$ cat config.mk
export PLATFORM = sky130hd
export DESIGN_NAME = multi_cmos_pattern_gen
export DESIGN_NICKNAME = d
export VERILOG_FILES = /design/src/rtl/multi_cmos_pkg.sv /design/src/rtl/cmos_pattern_pixel.sv /design/src/rtl/multi_cmos_pattern_gen.sv
export SDC_FILE = /design/constraint.sdc
export NUM_CORES = 1
export LEC_CHECK = 0
export BUFFER_PORTS_ARGS = -buffer_cell sky130_fd_sc_hd__clkbuf_2
export CELL_PAD_IN_SITES_DETAIL_PLACEMENT = 1
export CELL_PAD_IN_SITES_GLOBAL_PLACEMENT = 1
export CORE_MARGIN = 1
export CORE_UTILIZATION = 45
export DETAILED_ROUTE_END_ITERATION = 10
export PLACE_DENSITY = 0.8
export SYNTH_ARGS = -nofsm -noshare
export SYNTH_HDL_FRONTEND = slang
export SYNTH_HIERARCHICAL = 1
export SYNTH_SLANG_ARGS = --single-unit
export TNS_END_PERCENT = 30
$ cat constraint.sdc
create_clock -name clk -period 5.3 [get_ports clk]
set_clock_uncertainty 0.05 [all_clocks]
set_input_delay 1.325 -clock clk [delete_from_list [all_inputs] [get_ports clk]]
set_output_delay 1.325 -clock clk [all_outputs]
set_load 0.01 [all_outputs]
$ cat src/rtl/multi_cmos_pkg.sv
// Shared encodings for the multi-channel CMOS test-pattern source: modes, FSM states, bar colours.
// Latency: none, types and constants only.
// Backpressure: none, no datapath here.
package multi_cmos_pkg;

  typedef enum logic [1:0] {
    MODE_BARS  = 2'd0,
    MODE_GRAD  = 2'd1,
    MODE_CHECK = 2'd2,
    MODE_SOLID = 2'd3
  } mode_e;

  typedef enum logic {
    ST_IDLE = 1'b0,
    ST_RUN  = 1'b1
  } gen_state_e;

  // Checker squares are 2^CHECK_SHIFT pixels on a side.
  localparam int CHECK_SHIFT = 5;

  // Bar colour as {R,G,B} full/zero flags, left to right on screen.
  function automatic logic [2:0] bar_flags(input logic [2:0] idx);
    case (idx)
      3'd0:    return 3'b111; // white
      3'd1:    return 3'b110; // yellow
      3'd2:    return 3'b011; // cyan
      3'd3:    return 3'b010; // green
      3'd4:    return 3'b101; // magenta
      3'd5:    return 3'b100; // red
      3'd6:    return 3'b001; // blue
      default: return 3'b000; // black
    endcase
  endfunction

endpackage

$ cat src/rtl/cmos_pattern_pixel.sv
// Per-channel pixel renderer: wraps x+offset into the line, then picks bars/gradient/checker/solid.
// Latency: 1 clock from counter-derived x/y/active to pix_dat.
// Backpressure: none, free-running source; pix_dat is 0 whenever active is low.
module cmos_pattern_pixel
  import multi_cmos_pkg::*;
#(
  parameter int IMG_HDISP = 640,
  parameter int DATA_W    = 24,
  parameter int POS_W     = 11
) (
  input  logic              clk,
  input  logic              rst_n,
  input  logic              active,
  input  logic [POS_W-1:0]  x,
  input  logic [POS_W-1:0]  y,
  input  logic [POS_W-1:0]  x_offset,
  input  logic [1:0]        mode,
  input  logic [DATA_W-1:0] solid_color,
  output logic [DATA_W-1:0] pix_dat
);

  localparam int C = DATA_W / 3;
  localparam logic [POS_W:0] HDISP_V = (POS_W+1)'(IMG_HDISP);
  localparam logic [POS_W:0] BAR_V   = (POS_W+1)'(IMG_HDISP / 8);

  logic [POS_W:0]    px_sum;
  logic [POS_W:0]    px;
  logic [2:0]        flags;
  logic              chk;
  logic [DATA_W-1:0] pix_c;

  // Shift the pattern by the channel offset, wrap once, then render the selected pattern.
  always_comb begin
    px_sum = {1'b0, x} + {1'b0, x_offset};
    px     = (px_sum >= HDISP_V) ? (px_sum - HDISP_V) : px_sum;
    flags  = bar_flags(3'(px / BAR_V));
    chk    = 1'(px >> CHECK_SHIFT) ^ 1'(y >> CHECK_SHIFT);
    pix_c  = '0;
    case (mode_e'(mode))
      MODE_BARS:  pix_c = {{C{flags[2]}}, {C{flags[1]}}, {C{flags[0]}}};
      MODE_GRAD:  pix_c = {C'(px), C'(y), C'({1'b0, px} + {2'b0, y})};
      MODE_CHECK: pix_c = chk ? '1 : '0;
      MODE_SOLID: pix_c = solid_color;
      default:    pix_c = '0;
    endcase
  end

  // Register the pixel so it lines up with the registered timing outputs.
  always_ff @(posedge clk or negedge rst_n) begin
    if (!rst_n) begin
      pix_dat <= '0;
    end else begin
      pix_dat <= active ? pix_c : '0;
    end
  end

endmodule

$ cat src/rtl/multi_cmos_pattern_gen.sv
// CMOS-style video source: one shared vsync/href/clken/x/y grid, CH_NUM offset test-pattern streams.
// Latency: outputs lag the slot counters by 1 clock; first frame_start 2 clocks after enable in IDLE.
// Backpressure: none; frames run back-to-back while enable is high, a started frame always completes.
module multi_cmos_pattern_gen
  import multi_cmos_pkg::*;
#(
  parameter int IMG_HDISP   = 640,
  parameter int IMG_VDISP   = 480,
  parameter int H_BLANK     = 160,
  parameter int V_BLANK     = 45,
  parameter int VSYNC_LINES = 2,
  parameter int CLKEN_DIV   = 1,
  parameter int DATA_W      = 24,
  parameter int CH_NUM      = 2,
  parameter int POS_W       = 11
) (
  input  logic                     clk,
  input  logic                     rst_n,
  input  logic                     enable,
  input  logic [1:0]               mode,
  input  logic [DATA_W-1:0]        solid_color,
  input  logic [CH_NUM*POS_W-1:0]  ch_x_offset,
  output logic                     frame_start,
  output logic                     cmos_vsync,
  output logic                     cmos_href,
  output logic                     cmos_clken,
  output logic [CH_NUM*DATA_W-1:0] cmos_data,
  output logic [POS_W-1:0]         cmos_x_pos,
  output logic [POS_W-1:0]         cmos_y_pos,
  output logic [15:0]              frame_cnt
);

  localparam int H_TOTAL = IMG_HDISP + H_BLANK;
  localparam int V_TOTAL = IMG_VDISP + V_BLANK;
  localparam int DIV_W   = (CLKEN_DIV > 1) ? $clog2(CLKEN_DIV) : 1;
  localparam int HC_W    = $clog2(H_TOTAL);
  localparam int VC_W    = $clog2(V_TOTAL);

  localparam logic [DIV_W-1:0] DIV_LAST   = DIV_W'(CLKEN_DIV - 1);
  localparam logic [HC_W-1:0]  H_ACT_END  = HC_W'(IMG_HDISP);
  localparam logic [HC_W-1:0]  H_LAST     = HC_W'(H_TOTAL - 1);
  localparam logic [VC_W-1:0]  V_ACT0     = VC_W'(V_BLANK);
  localparam logic [VC_W-1:0]  V_LAST     = VC_W'(V_TOTAL - 1);
  localparam logic [VC_W-1:0]  V_SYNC_END = VC_W'(VSYNC_LINES);

  gen_state_e             state;
  logic [DIV_W-1:0]       div_cnt;
  logic [HC_W-1:0]        h_cnt;
  logic [VC_W-1:0]        v_cnt;
  logic [1:0]             mode_sh;
  logic [DATA_W-1:0]      solid_sh;
  logic [CH_NUM*POS_W-1:0] off_sh;

  logic             tick;
  logic             slot_end;
  logic             h_end;
  logic             v_end;
  logic             active;
  logic             first_slot;
  logic [POS_W-1:0] x_c;
  logic [POS_W-1:0] y_c;

  // Decode the current slot: pixel tick, slot/line/frame ends, active window, image coordinates.
  always_comb begin
    tick       = (div_cnt == '0);
    slot_end   = (div_cnt == DIV_LAST);
    h_end      = (h_cnt == H_LAST);
    v_end      = (v_cnt == V_LAST);
    active     = (state == ST_RUN) && (v_cnt >= V_ACT0) && (h_cnt < H_ACT_END);
    first_slot = (state == ST_RUN) && tick && (h_cnt == '0) && (v_cnt == '0);
    x_c        = POS_W'(h_cnt);
    y_c        = POS_W'(v_cnt - V_ACT0);
  end

  // FSM, slot counters, per-frame config shadows and registered timing outputs.
  always_ff @(posedge clk or negedge rst_n) begin
    if (!rst_n) begin
      state       <= ST_IDLE;
      div_cnt     <= '0;
      h_cnt       <= '0;
      v_cnt       <= '0;
      mode_sh     <= '0;
      solid_sh    <= '0;
      off_sh      <= '0;
      frame_start <= 1'b0;
      cmos_vsync  <= 1'b0;
      cmos_href   <= 1'b0;
      cmos_clken  <= 1'b0;
      cmos_x_pos  <= '0;
      cmos_y_pos  <= '0;
      frame_cnt   <= '0;
    end else begin
      case (state)
        ST_IDLE: begin
          div_cnt     <= '0;
          h_cnt       <= '0;
          v_cnt       <= '0;
          frame_start <= 1'b0;
          cmos_vsync  <= 1'b0;
          cmos_href   <= 1'b0;
          cmos_clken  <= 1'b0;
          cmos_x_pos  <= '0;
          cmos_y_pos  <= '0;
          frame_cnt   <= '0;
          if (enable) state <= ST_RUN;
        end
        ST_RUN: begin
          frame_start <= first_slot;
          cmos_vsync  <= (v_cnt < V_SYNC_END);
          cmos_href   <= active;
          cmos_clken  <= active & tick;
          cmos_x_pos  <= active ? x_c : '0;
          cmos_y_pos  <= active ? y_c : '0;
          // Config is frozen for the whole frame from its very first slot.
          if (first_slot) begin
            mode_sh  <= mode;
            solid_sh <= solid_color;
            off_sh   <= ch_x_offset;
          end
          div_cnt <= slot_end ? '0 : div_cnt + 1'b1;
          if (slot_end) begin
            h_cnt <= h_end ? '0 : h_cnt + 1'b1;
            if (h_end) v_cnt <= v_end ? '0 : v_cnt + 1'b1;
            // Only a frame boundary may stop the generator.
            if (h_end && v_end) begin
              frame_cnt <= frame_cnt + 16'd1;
              if (!enable) state <= ST_IDLE;
            end
          end
        end
        default: state <= ST_IDLE;
      endcase
    end
  end

  for (genvar ch = 0; ch < CH_NUM; ch++) begin : g_ch
    cmos_pattern_pixel #(
      .IMG_HDISP (IMG_HDISP),
      .DATA_W    (DATA_W),
      .POS_W     (POS_W)
    ) u_pix (
      .clk         (clk),
      .rst_n       (rst_n),
      .active      (active),
      .x           (x_c),
      .y           (y_c),
      .x_offset    (off_sh[ch*POS_W +: POS_W]),
      .mode        (mode_sh),
      .solid_color (solid_sh),
      .pix_dat     (cmos_data[ch*DATA_W +: DATA_W])
    );
  end

endmodule

# Word level (Yosys, flattened, before mapping)
# Index checks and enable logic that the tools add are counted.
[word_totals] ff_bits=160 in_bits=51 out_inout_bits=90 wordCells=107
[op_classes] addsub=11 n_div=2 order_cmp=5 n_eq_ne=20 muxes=34 n_bitwise=5 n_reduce_logical=14
[ops] cell="$pmux 24 s4" count=2
[ops] cell="$mux 24" count=4
[ops] cell="$mux 10" count=6
[ops] cell="$pmux 11 s2" count=2
[ops] cell="$pmux 3 s7" count=2
[ops] cell="$pmux 10 s2" count=2
[ops] cell="$mux 16" count=2
[ops] cell="$pmux 16 s2" count=1
[ops] cell="$add 10x11->12" count=2
[ops] cell="$div 12x7->12 const B" count=2
[ops] cell="$ge 12x10->1 const B" count=2
[ops] cell="$mux 12" count=2
[ops] cell="$sub 12x10->12 const B" count=2
[ops] cell="$add 10x1->10 const B" count=2
[ops] cell="$eq 10x10->1 const B" count=2
[ops] cell="$logic_not 10->1" count=2
[ops] cell="$eq 3x3->1 const B" count=6
[ops] cell="$add 16x1->16 const B" count=1
[ops] cell="$add 8x8->8" count=2
[ops] cell="$eq 3x2->1 const B" count=4
[ops] cell="$pmux 1 s2" count=6
[ops] cell="$mux 11" count=1
[ops] cell="$sub 10x6->11 const B" count=1
[ops] cell="$ge 10x6->1 const B" count=1
[ops] cell="other kinds (16)" count=32

# Depth between registers and ports, before layout
[logic_depth] word_depth=8 depth_mapped=17 ltp_nobuf=17

# Cells and area by module
# The synthesis kept the hierarchy.
[by_module_without_submodules] module="cmos_pattern_pixel" n_inst=2 cells_each=299 area_each_um2=2578.7 seq_area_each_um2=600.6
[by_module_without_submodules] module="multi_cmos_pattern_gen" n_inst=1 cells_each=395 area_each_um2=4674.5 seq_area_each_um2=2727.6

# Worst setup path after synthesis
# OpenSTA, ideal clock, no wires.
[synth_timing] path_kind="register -> register" startpoint="reg h_cnt[0]" endpoint="reg g_ch[0].u_pix.pix_dat[0]" t_arrival_ps=3567 required_ps=5110 path_slack_ps=1543 path_stages_with_launch=14 n_path_buf=0 period_less_slack_ps=3757 path_cell_list="dfrtp_1 ha_1 inv_1 fa_1 and2b_1 o2111a_1 nor4_1 nor4_1 mux2_2 a211oi_2 nand3_1 and3_4 nor4b_4 o22ai_1"
[synth_between] elab_chain_len=8
[synth_rtl] element="start: declaration" line="multi_cmos_pattern_gen.sv:48" source="logic [HC_W-1:0] h_cnt;"
[synth_rtl] element="start signal: assignment" line="multi_cmos_pattern_gen.sv:122" source="h_cnt <= h_end ? '0 : h_cnt + 1'b1;"
[synth_rtl] element="$add 10x11->12" line="cmos_pattern_pixel.sv:34" source="px_sum = {1'b0, x} + {1'b0, x_offset};"
[synth_rtl] element="$sub 12x10->12 or $ge 12x10->1 (tied branches)" line="cmos_pattern_pixel.sv:35" source="px = (px_sum >= HDISP_V) ? (px_sum - HDISP_V) : px_sum;"
[synth_rtl] element="$mux 12" line="cmos_pattern_pixel.sv:35"
[synth_rtl] element="$div 12x7->12" line="cmos_pattern_pixel.sv:36" source="flags = bar_flags(3'(px / BAR_V));"
[synth_rtl] element="$eq 3x3->1 (tied with other cells)" line="multi_cmos_pkg.sv:23" source="case (idx)"
[synth_rtl] element="$pmux 3 s7" line="multi_cmos_pkg.sv:23"
[synth_rtl] element="$pmux 24 s4" line="cmos_pattern_pixel.sv:39" source="case (mode_e'(mode))"
[synth_rtl] element="$mux 24 *" line="cmos_pattern_pixel.sv:53" source="pix_dat <= active ? pix_c : '0;"
[synth_rtl] element="end signal: assignment" line="cmos_pattern_pixel.sv:53"
[synth_rtl] element="end: declaration" line="cmos_pattern_pixel.sv:19" source="output logic [DATA_W-1:0] pix_dat"
# Mark *: on every way between the ends. The rest lies on a longest branch, timed or not.
# A chain may end at the register's enable or synchronous reset.

# Final worst setup path
[layout_timing] startpoint="reg h_cnt[8]" endpoint="reg g_ch[1].u_pix.pix_dat[1]"
[layout_between] elab_chain_len=8
[layout_rtl] element="$add 10x11->12" line="cmos_pattern_pixel.sv:34"
[layout_rtl] element="$sub 12x10->12 or $ge 12x10->1 (tied branches)" line="cmos_pattern_pixel.sv:35"
[layout_rtl] element="$mux 12" line="cmos_pattern_pixel.sv:35"
[layout_rtl] element="$div 12x7->12" line="cmos_pattern_pixel.sv:36"
[layout_rtl] element="$eq 3x3->1 (tied with other cells)" line="multi_cmos_pkg.sv:23"
[layout_rtl] element="$pmux 3 s7" line="multi_cmos_pkg.sv:23"
[layout_rtl] element="$pmux 24 s4" line="cmos_pattern_pixel.sv:39"
[layout_rtl] element="$mux 24 *" line="cmos_pattern_pixel.sv:53"
[layout_rtl] element="end signal: assignment" line="cmos_pattern_pixel.sv:53"
[layout_rtl] element="end: declaration" line="cmos_pattern_pixel.sv:19"
# Marked as above.

==> results.toml <==
[timing]
rsz0062_at_grt = "false"
final-hold-violation-count = 0
slew_viol_final = 0
setup_viol = 0
fin_crit_sh_pct = 87.3
fmax_ghz = 0.216
tns_ps = 0
tightestPinTransition_ps = 1060
slew_headroom_pct = 28.6
finalCriticalPeriod_ps = 4630
finalWorstSetupSlack_ps = 674

[clock_tree]
cts.sinks = 157
cts_buffers = 17
clk_latency_ps = 440
cts_tree = "yes"
h-tree-depth = 4
post_cts_resized = 0
clock_path_buffers = 2
cts_setup_buffers = 0
postCtsHoldBufs = 0
clock-root-buffer = "clkbuf_16"
clk_pin_slew_ps = 70

[grt]
grt_max_degree = 69
grt_pass1_vias = 8807
overflow = 0
antenna_found_initial = 0
grt_pass1_wl_mm = 47.9
grtUsageTotal_pct = 27.9

[setup_path]
reg2reg_depth = 12
cp.required_ps = 5530
cpLargestDelayFamily = "simple AND/OR/NAND/NOR gates"
start_kind = "flop"
r2r_setup_slack_ps = 670
critPathBufInv = 1
end_kind = "flop"
r2r-start = "h_cnt[8]$_DFF_PN0_"
max_stage_delay_ps = 590
cp.arrival_ps = 4860
path_class = "flop to flop"
path_depth = 12
regToRegEndpoint = "g_ch[1].u_pix/pix_dat[1]$_DFF_PN0_"
crit_path_cell_trace = "ha_1 -> nand2_1 -> o211ai_2 -> mux2_4 -> nor4_1 -> buf_4 -> mux2_2 -> a211oi_2 -> nand3_1 -> and3_4 -> nor4b_4 -> o22ai_1"
crit_fanout = 11
worst_path_max_delay_cell = "nor4b_4"

[floorplan]
die-height_um = 150
fp.dieW_um = 150
io_pins = 141
initial_core_util_pct = 46.3
die_area_um2 = 22400
num_rows = 53
core_area_um2 = 21200

[power]
peakVddDrop_mv = 0.193
powerDensity_nw_per_um2 = 265
leakage_nw = 5.23

[min_path]
hold_class = "flop to flop"
whs_path_depth = 1
hold_start = "off_sh[19]$_DFFE_PN0P_"
hold_path_end = "off_sh[19]$_DFFE_PN0P_"

[synth]
synth_edf_count = 0
syn_area_um2 = 9830
synth_top_area_share_pct = 40.0
ys_seq_elements = 157
synth_largest_area_cell = "dfrtp_1"
ys.flop_type = "dfrtp_1"
ys_types = 75
avgSynthCellArea_um2 = 9.90
yosysSeqAreaShare_pct = 40.0
syn-instance-count = 993
yosysWarnings = 6
async_reset_ff_share_pct = 100
synthTopCellsByArea = "dfrtp_1 (40%), mux2_2 (6.2%), ha_1 (5.5%)"

[final_layout]
n_antenna_cell = 0
fin_cells = 1396
n_fill_cell = 2457
final_area_um2 = 11300
drive_above_1_share_pct = 25.8
syn2layout_area_growth_pct = 15.0
finish.net_count = 1206

[placement]
place_worst_setup_slack_ps = 854
dp_cells = 1364
place.gp.congestion = 0.886
place_area_um2 = 10700
portBuffers = 139
hpwl_mm = 21.3

[drt]
via_per_inst = 6.04
first_pass_iters = 4
drt_iter0_drc = 413
num_vias = 8426
drc = 0
ant_nets = 0
drt_wl_total_mm = 29.9
wl_per_cell_um = 21.4

[status]
status = "completed"

[job]
cap_violations = 0
[through the flow]
step | hold WS, ps | total power (W) | util, %
after floorplan | 435 | 0.00160 | -
after global placement | 445 | 0.00172 | 50.4
after detailed placement | 456 | 0.00174 | 50.4
after CTS | 471 | 0.00300 | 53.3
after global routing | 488 | 0.00310 | 53.3
final | 465 | 0.00299 | 53.3
[layout make-up]
type | instances | area (um2) | share of cell area, %
clock buffers | 17 | 425 | 3.76
clock inverters | 15 | 189 | 1.67
flip-flops and latches | 157 | 3930 | 34.8
repair buffers | 147 | 762 | 6.74
multi-input cells | 743 | 5490 | 48.6
inverters | 42 | 158 | 1.39
well taps | 275 | 344 | 3.04
[worst reg2reg max path: cells and delay by family (launching register included)]
kind | cells | cell delay [ps]
flip-flops | 1 | 520
adder cells (fa/ha/maj) | 1 | 560
AND/OR/NAND/NOR | 5 | 1550
multiplexers | 2 | 680
AO/OA/AOI/OAI | 3 | 880
buffers and inverters | 1 | 230
[placed cells by master (no fill, tap or decap), types with 19 or more instances in the layout]
cell | netlist | final
nor2_1 | 57 | 57
and2_1 | 26 | 26
nand2_1 | 50 | 50
a21oi_1 | 92 | 92
ha_1 | 43 | 43
inv_1 | 37 | 37
nor3_1 | 30 | 29
xor2_1 | 23 | 23
xnor2_1 | 19 | 19
o21ai_0 | 39 | 39
clkbuf_2 | 0 | 138
mux2_2 | 54 | 54
mux2i_1 | 24 | 24
nand3_1 | 33 | 33
dfrtp_1 | 157 | 156
[per-layer routing]
layer / wire length, um / GRT usage (%) / share of wire [%]
met1: 12700 / 35.4 / 43
met2: 15000 / 47.2 / 50
met3: 1200 / 4.63 / 4.0
met4: 941 / 10.9 / 3.1
met5: 0 / 0 / 0
[where the power goes]
group	switching [W]	leakage (nW)	total [W]	internal [W]
Combinational	0.000303	2.88	0.000490	0.000188
Clock	0.000623	0.298	0.00127	0.000643
Sequential	0.0000177	2.06	0.00123	0.00122
Total	0.000943	5.23	0.00299	0.00205
[cells by family (layout without fill, tap and decap cells)]
kind of cell,count (synthesis),after routing,share of synthesized area (%)
multiplexers,80,80,8.93
AO/OA/AOI/OAI,261,261,18.7
XOR/XNOR,42,42,3.74
other,1,3,0.0381
AND/OR/NAND/NOR,310,310,18.0
flip-flops,157,157,40.0
adder cells (fa/ha/maj),47,47,6.29
buffers and inverters,95,221,4.29
[how the worst max path moves through the flow]
stage,from,slack [ps],to
floorplan,h_cnt[0]$_DFF_PN0_,1540,g_ch[0].u_pix/pix_dat[0]$_DFF_PN0_
global placement,h_cnt[8]$_DFF_PN0_,1010,g_ch[1].u_pix/pix_dat[0]$_DFF_PN0_
detailed placement,h_cnt[0]$_DFF_PN0_,850,g_ch[1].u_pix/pix_dat[1]$_DFF_PN0_
CTS,h_cnt[1]$_DFF_PN0_,770,g_ch[1].u_pix/pix_dat[1]$_DFF_PN0_
global route,h_cnt[0]$_DFF_PN0_,420,g_ch[1].u_pix/pix_dat[1]$_DFF_PN0_
finish,h_cnt[8]$_DFF_PN0_,670,g_ch[1].u_pix/pix_dat[1]$_DFF_PN0_
[synthesized netlist by cell type, drive strengths merged, types with 20 or more instances]
cell    count
dfrtp     157
a21oi      98
nor2       57
mux2       56
nand2      50
o21ai      44
ha         43
inv        39
nand3      33
nor3       32
clkbuf     30
and2       26
mux2i      24
buf        23
xor2       23
or3        20
[registers in the layout, indices dropped and copies added, names as in the netlist]
register / flops
mode_sh: 2
cmos_x_pos: 10
g_ch.u_pix/pix_dat: 48
frame_cnt: 16
cmos_vsync: 1
solid_sh: 24
frame_start: 1
cmos_y_pos: 11
v_cnt: 10
off_sh: 22
h_cnt: 10
cmos_clken: 1
state: 1
Note: power is estimated with default switching activity, not from simulation.
